File: src/rtl/hazard_unit_mc.sv
// rtl/hazard_unit_mc.sv - pipeline hazard controller: forwarding, load-use stall, branch flush, multi-cycle multiply
module hazard_unit_mc #(
  parameter int MUL_LAT    = 3,
  parameter int REG_ADDR_W = 5
) (
  input  logic                  clk,
  input  logic                  reset,
  input  logic [REG_ADDR_W-1:0] Rs1D,
  input  logic [REG_ADDR_W-1:0] Rs2D,
  input  logic [REG_ADDR_W-1:0] Rs1E,
  input  logic [REG_ADDR_W-1:0] Rs2E,
  input  logic [REG_ADDR_W-1:0] RdE,
  input  logic [REG_ADDR_W-1:0] RdM,
  input  logic [REG_ADDR_W-1:0] RdW,
  input  logic                  RegWriteM,
  input  logic                  RegWriteW,
  input  logic                  LoadE,
  input  logic                  PCSrcE,
  input  logic                  MulStartE,
  output logic [1:0]            ForwardAE,
  output logic [1:0]            ForwardBE,
  output logic                  StallF,
  output logic                  StallD,
  output logic                  StallE,
  output logic                  FlushD,
  output logic                  FlushE,
  output logic                  FlushM,
  output logic                  mul_busy,
  output logic                  mul_done
);

  localparam logic [0:0] IDLE = 1'b0;
  localparam logic [0:0] BUSY = 1'b1;

  localparam logic       MULTI    = (MUL_LAT > 1);
  localparam logic [3:0] CNT_INIT = MULTI ? 4'(MUL_LAT - 2) : 4'd0;

  logic [0:0] state;
  logic [3:0] cnt;
  logic       lw_stall;
  logic       mul_stall;
  logic       mul_start;
  logic       done;

  // Memory stage has the younger result, so it wins over Writeback; x0 is never forwarded.
  function automatic logic [1:0] fwd(input logic [REG_ADDR_W-1:0] rs);
    if (RegWriteM && (RdM == rs) && (RdM != '0))
      return 2'b10;
    else if (RegWriteW && (RdW == rs) && (RdW != '0))
      return 2'b01;
    else
      return 2'b00;
  endfunction

  always_comb begin
    lw_stall  = LoadE && (RdE != '0) && ((RdE == Rs1D) || (RdE == Rs2D));
    mul_start = (state == IDLE) && MulStartE && !PCSrcE && MULTI;
    mul_stall = mul_start || ((state == BUSY) && (cnt != 4'd0));
    done      = (state == IDLE) ? (!MULTI && MulStartE) : (cnt == 4'd0);

    ForwardAE = 2'b00;
    ForwardBE = 2'b00;
    StallF    = 1'b0;
    StallD    = 1'b0;
    StallE    = 1'b0;
    FlushD    = 1'b0;
    FlushE    = 1'b0;
    FlushM    = 1'b0;
    mul_busy  = 1'b0;
    mul_done  = 1'b0;
    if (!reset) begin
      ForwardAE = fwd(Rs1E);
      ForwardBE = fwd(Rs2E);
      StallF    = lw_stall || mul_stall;
      StallD    = lw_stall || mul_stall;
      StallE    = mul_stall;
      FlushD    = PCSrcE;
      // A held multiply keeps Execute occupied, so no bubble may overwrite it.
      FlushE    = (lw_stall || PCSrcE) && !mul_stall;
      FlushM    = mul_stall;
      mul_busy  = (state == BUSY);
      mul_done  = done;
    end
  end

  always_ff @(posedge clk) begin
    if (reset) begin
      state <= IDLE;
      cnt   <= 4'd0;
    end else begin
      case (state)
        IDLE: begin
          if (mul_start) begin
            state <= BUSY;
            cnt   <= CNT_INIT;
          end
        end
        default: begin
          // The release cycle still sees MulStartE for the same instruction; it must not restart.
          if (cnt != 4'd0)
            cnt <= cnt - 4'd1;
          else
            state <= IDLE;
        end
      endcase
    end
  end

endmodule

File: config.mk
export PLATFORM = sky130hd
export DESIGN_NAME = hazard_unit_mc
export DESIGN_NICKNAME = d
export VERILOG_FILES = /design/src/rtl/hazard_unit_mc.sv
export SDC_FILE = /design/constraint.sdc
export NUM_CORES = 1
export LEC_CHECK = 0
export ABC_AREA = 1
export ABC_CLOCK_PERIOD_IN_PS = 1410
export CAP_MARGIN = 20
export CORE_ASPECT_RATIO = 1.4
export CORE_MARGIN = 2
export CORE_UTILIZATION = 36
export DETAILED_ROUTE_END_ITERATION = 6
export GPL_ROUTABILITY_DRIVEN = 0
export GPL_TIMING_DRIVEN = 0
export HOLD_SLACK_MARGIN = 0.05
export PLACE_DENSITY_LB_ADDON = 0.08
export SETUP_SLACK_MARGIN = 0.02
export SYNTH_ARGS = -nofsm -noshare
export SYNTH_HDL_FRONTEND = slang
export SYNTH_SLANG_ARGS = --single-unit
File: constraint.sdc
create_clock -name clk -period 1.41 [get_ports clk]
set_input_delay 0.141 -clock clk [delete_from_list [all_inputs] [get_ports clk]]
set_output_delay 0.141 -clock clk [all_outputs]
set_load 0.01 [all_outputs]
==> impl_metrics.csv, run 1 <==
group,metric,value,unit
status,outcome,"finished with violations",
status,failed_checks,"setup timing",
final_layout,antenna_cells,0,
route,drt_iter0_drc,18,
route,ant_nets,0,
grt,gr-usage-met3,2.98,%
clock_network,clk_pin_slew,40,ps
flow_run,cap_violations,0,
final_layout,fin_nets,273,
grt,grt_usage,22.1,%
grt,antenna_found_initial,0,
yosys,synth-seq-area-share,12.1,%
clock_network,tritoncts,"yes",
clock_network,root_buffer,"clkbuf_4",
yosys,synth_nets,204,
timing,period_needed,1580,ps
critical_path,max_stage_delay,310,ps
placement,place_worst_setup_slack,-679,ps
final_layout,syn_to_final_growth,81.9,%
clock_network,h-tree-depth,1,
timing,worst_pin_slew,410,ps
yosys,synth_area,828,um^2
clock_network,clock_path_buffers,2,
grt,grt_max_degree,8,
final_layout,finalInstanceArea,1510,um^2
power,power.density,516,nW/um^2
grt,grt_overflow,0,
hold_path,hold_path_depth,4,
timing,setup_tns,-459,ps
final_layout,drive_gt1_share,27.5,%
floorplan,boundaryPins,54,
clock_network,cts.sinks,5,
hold_path,min_path_type,"in2reg",
grt,grt_pass1_wl,4550,um
critical_path,critical_path_class,"reg2out",
floorplan,coreArea,2180,um^2
floorplan,die_w,44.5,um
grt,gr-usage-met1,19.6,%
critical_path,crit_chain,"inv_2, ha_4, nand4_1, nand2_2, inv_2, nand2_4, o21ai_2, buf_4, buf_6",
timing,rsz0062_at_grt,"yes",
critical_path,endpoint_kind,"primary output",
floorplan,die_area,2710,um^2
route,dr.pass1.iters,6,
power,p_leak,0.854,nW
yosys,synthCells,161,
critical_path,cp-startpoint,"cnt[0]$_SDFFE_PP0P_",
floorplan,rows,20,
critical_path,critPathBufInv,4,
placement,io_buffers,53,
clock_network,cts_buffers,3,
critical_path,startpoint_type,"flip-flop",
route,drc,0,
floorplan,initial_utilization,38.0,%
final_layout,final_core_util,69.2,%
route,wl_per_cell,11.3,um
yosys,yosys_warnings,0,
placement,dpl_cell_area,1390,um^2
timing,max-slew-margin-rel,72.5,%
yosys,ys_types,22,
critical_path,r2r_end,"cnt[3]$_SDFFE_PP0P_",
route,vias_per_cell,5.00,
timing,fin_skew,3.90,ps
timing,finalWorstSetupSlack,-173,ps
timing,setup_viol,5,
timing,fmax,0.632,GHz
critical_path,r2r-start,"cnt[0]$_SDFFE_PP0P_",
critical_path,r2r_setup_slack,80,ps
clock_network,clkLatencyLatePin,240,ps
power,peakVddDrop,274,uV
grt,grtUsageMet2,46.8,%
critical_path,crit_fanout,3,
route,routed_wl,2830,um
timing,hold_violations,0,
floorplan,die-height,60.8,um
hold_path,min_from,"reset",
grt,top_usage_layer,"met2",
critical_path,slowest_stage,"dfxtp_2",
hold_path,whs_endpoint,"cnt[0]$_SDFFE_PP0P_",
yosys,syn_avg_cell_area,5.14,um^2
critical_path,cpMostUsedCell,"inv_2",
critical_path,path_delay_family,"buffers and inverters",
placement,dpl.hpwl,2190,um
route,vias,1256,
critical_path,arrival,1440,ps
critical_path,required,1270,ps
grt,grt_pass1_vias,1228,
timing,slew_violations,0,
yosys,synth_seq_cells,5,
timing,fin_crit_sh,112,%
critical_path,r2r_cells,9,
-- power breakdown --
group | total [W] | internal, W | switching, W
registers | 0.000167 | 0.000158 | 0.00000959
clock network | 0.000164 | 0.000107 | 0.0000567
logic | 0.000446 | 0.000223 | 0.000224
-- cell type report --
class | count | area (um^2)
clock buffer | 4 | 26.3
tap | 22 | 27.5
inverter | 38 | 145
buffer | 2 | 18.8
timing repair buffer | 64 | 542
fill | 213 | 671
multi-input combinational | 116 | 644
sequential | 5 | 103
-- through the flow --
stage	cells	hold slack, ps	total power [W]
6_report	251	479	0.000777
4_1_cts	250	517	0.000763
5_1_grt	251	535	0.000837
2_1_floorplan	161	330	0.000348
3_3_place_gp	236	490	0.000549
3_5_place_dp	236	490	0.000559
-- cell families after synthesis --
logic type / Yosys count / synth area share [%]
xor gates and xnor gates: 9 / 9.52
DFF: 5 / 12.1
adders and majority gates: 1 / 1.51
and+or+nand+nor: 88 / 45.8
AOI/OAI and AO/OA: 18 / 12.1
buffers and inverters: 40 / 19.0
-- registers in the layout, summed over array words and instances (netlist names) --
signal / flops
cnt: 4
state: 1
-- tightest hold or removal path: stages --
cell and delay, ps:
buf_2 190, inv_1 150, nand2_2 130, o21ai_1 60
-- cells in the final DEF (no fill, tap or decap), drive strengths merged, types with 7 or more instances in the layout --
cell,synthesis,final
o21ai,9,9
nor2,19,19
nand3,7,7
buf,2,22
dlygate4sd2,0,29
clkbuf,0,9
nor3,7,7
inv,38,38
nand2,48,48
-- how the worst max path moves through the flow --
stage                     endpoint  slack (ps)  depth (start not counted)
final                       StallF        -170                          9
after global routing        StallF        -250                          9
after CTS                   FlushE        -170                          7
after detailed placement    StallF        -680                         11
after global placement      StallF        -660                         11
after floorplan             StallF          20                          8
-- layer usage --
metal	part of all wire, %	wire length (um)
met1	34	962
met3	5.7	161
met5	0	0
met4	3.1	88
met2	57	1610
-- synth_stat cells --
cell	count	area, um^2
xnor2_1	6	52.6
nand2_1	47	176
nand3_1	7	35.0
nand4_1	5	31.3
a21oi_1	4	20.0
o21ai_0	6	30.0
inv_2	6	22.5
xor2_1	3	26.3
nor2_1	19	71.3
nor3_2	1	10.0
nor3_1	6	30.0
inv_1	32	120
a221oi_1	1	8.76
o21ai_1	3	15.0
dfxtp_1	5	100
and2_1	1	6.26
buf_4	2	15.0
o211ai_1	1	7.51
o22ai_1	3	18.8
nand2_2	1	6.26
ha_1	1	12.5
nor3b_2	1	12.5
-- what timing repair did --
item	4_1_cts	5_1_grt
pin swaps	19	9
buffers inserted	10	3
gates resized for setup	99	23
hold buffers	0	0
endpoints found under the setup margin	12	14
Note: power is estimated with default switching activity, not from simulation.
==> run 2: changes to the inputs <==
Settings changed: CAP_MARGIN 20 to unset.
==> results of run 2 <==
No change in the layout: final DEF, timing and power equal those of run 1.
==> run 3: changes to the inputs <==
Settings changed: CORE_ASPECT_RATIO 1.4 to unset.
==> impl_metrics.csv, run 3 (same netlist as run 1, synthesis figures left out) <==
group,metric,value,unit
status,outcome,"finished with violations",
status,failed_checks,"setup timing",
final_layout,reg_top3,"cnt (4), state (1)",
route,drt_iter0_drc,24,
final_layout,fin_nets,267,
critical_path,path_delay_family,"buffers and inverters",
route,ant_nets,0,
timing,rsz0062_at_grt,"yes",
route,wl_per_cell,10.8,um
clock_network,h-tree-depth,1,
floorplan,die-height,52.0,um
power,power_frac_comb,54.2,%
timing,worst_pin_slew,346,ps
critical_path,crit_chain,"inv_2, ha_4, nand4_1, nand2_2, inv_2, nand2_2, o21ai_2, buf_4, buf_6",
placement,io_buffers,53,
timing,setup_tns,-893,ps
route,drc,0,
critical_path,cp-startpoint,"cnt[0]$_SDFFE_PP0P_",
floorplan,die_w,52.0,um
critical_path,arrival,1510,ps
timing,fin_skew,1.98,ps
final_layout,max_flop_register,"cnt",
critical_path,slowest_stage,"dfxtp_2",
power,p_leak,0.819,nW
power,power,0.000758,W
floorplan,boundaryPins,54,
clock_network,clk_pin_slew,40,ps
route,vias_per_cell,4.76,
power,peakVddDrop,353,uV
grt,grt_pass1_wl,4420,um
clock_network,cts_buffers,3,
power,switching_share,38.1,%
final_layout,layout_commonest_cell,"nand2_1",
grt,grt_overflow,0,
final_layout,antenna_cells,0,
timing,hold_violations,0,
placement,dpl.hpwl,2150,um
timing,slew_violations,0,
final_layout,drive_gt1_share,24.2,%
critical_path,critical_path_class,"reg2out",
critical_path,crit_fanout,3,
critical_path,startpoint_type,"flip-flop",
critical_path,required,1270,ps
timing,max-slew-margin-rel,76.7,%
timing,fmax,0.606,GHz
placement,place_worst_setup_slack,-748,ps
final_layout,largest_reg_flops,4,
grt,grt_pass1_vias,1127,
floorplan,initial_utilization,37.8,%
critical_path,r2r-start,"cnt[0]$_SDFFE_PP0P_",
critical_path,endpoint_kind,"primary output",
timing,finalWorstSetupSlack,-239,ps
power,power.switching,0.000289,W
grt,antenna_found_initial,0,
clock_network,tritoncts,"yes",
final_layout,syn_to_final_growth,74.8,%
final_layout,final_cell_mix,"nand2_1, dlygate4sd2_1, inv_1",
timing,period_needed,1650,ps
flow_run,cap_violations,0,
clock_network,root_buffer,"clkbuf_4",
floorplan,die_area,2700,um^2
floorplan,coreArea,2190,um^2
power,power_frac_clock,23.5,%
clock_network,clock_path_buffers,2,
grt,grt_usage,21.2,%
timing,setup_viol,6,
power,power.density,524,nW/um^2
route,dr.pass1.iters,4,
final_layout,final_core_util,66.1,%
final_layout,final.fill_count,233,
clock_network,cts_hold_buf,0,
critical_path,critPathBufInv,4,
grt,grt_max_degree,8,
critical_path,max_stage_delay,320,ps
clock_network,cts.sinks,5,
route,vias,1195,
hold_path,min_from,"reset",
route,routed_wl,2720,um
hold_path,min_path_type,"in2reg",
power,p_seq_share,22.3,%
power,p_int,0.000469,W
timing,fin_crit_sh,117,%
clock_network,clkLatencyLatePin,250,ps
floorplan,rows,17,
run 3: changes by cell type in the layout (fill, tap and decap cells not counted), sizes merged:
cell and change:
buf -5, clkbuf -3, clkdlybuf4s15 +1, clkdlybuf4s50 +1, dlygate4sd2 -1, dlymetal6s2s +1
run 3: worst reg2reg max path, cell delays in order, from the launching register on:
cell and delay, ps:
dfxtp_2 320, inv_2 80, ha_4 130, nand4_1 140
nand2_2 140, inv_2 50, buf_4 150, nand2_2 60
nand2_1 50, nor3b_2 140
run 3: area by class of cell:
class,count,area (um^2),share of cell area [%]
multi-input cells,116,624,43.1
repair buffers,58,498,34.4
inverters,38,143,9.85
flip-flops and latches,5,103,7.09
well taps,28,35.0,2.42
clock buffers,4,26.3,1.82
plain buffers,2,18.8,1.30
run 3: what timing repair did:
| action | CTS | global route |
|---|---|---|
| buffers inserted | 5 | 1 |
| resized for setup | 98 | 14 |
| endpoints found under the setup margin | 12 | 12 |
| pin swaps | 23 | 8 |
run 3: path summary, 6_finish.rpt:
kind	end	slack (ps)	depth (start not counted)
worst min register to register	cnt[1]$_SDFFE_PP0P_	520	2
worst max register to register	cnt[3]$_SDFFE_PP0P_	30	9
worst min-delay path	state$_SDFF_PP0_	490	4
worst max-delay path	StallF	-240	9
run 3: stage by stage:
stage / cell area [um^2] / hold WS [ps] / cells
after global placement: 1390 / 486 / 242
after global routing: 1450 / 519 / 251
final: 1450 / 486 / 251
after CTS: 1430 / 469 / 251
after detailed placement: 1390 / 495 / 242
after floorplan: 828 / 330 / 161
run 3: metal layers:
layer,vias up,part of all wire [%],track usage [%]
met1,528,40,22.7
li1,622,-,-
met2,40,52,42.2
met4,0,1.4,6.14
met5,-,0,0
met3,5,6.0,2.30
run 3: power by group through the flow:
stage          clock, W  combinational [W]  sequential [W]
2_1_floorplan         0           0.000183        0.000165
4_1_cts        0.000178           0.000396        0.000167
3_5_place_dp          0           0.000391        0.000167
5_1_grt        0.000191           0.000457        0.000170
3_3_place_gp          0           0.000380        0.000167
6_report       0.000178           0.000411        0.000169
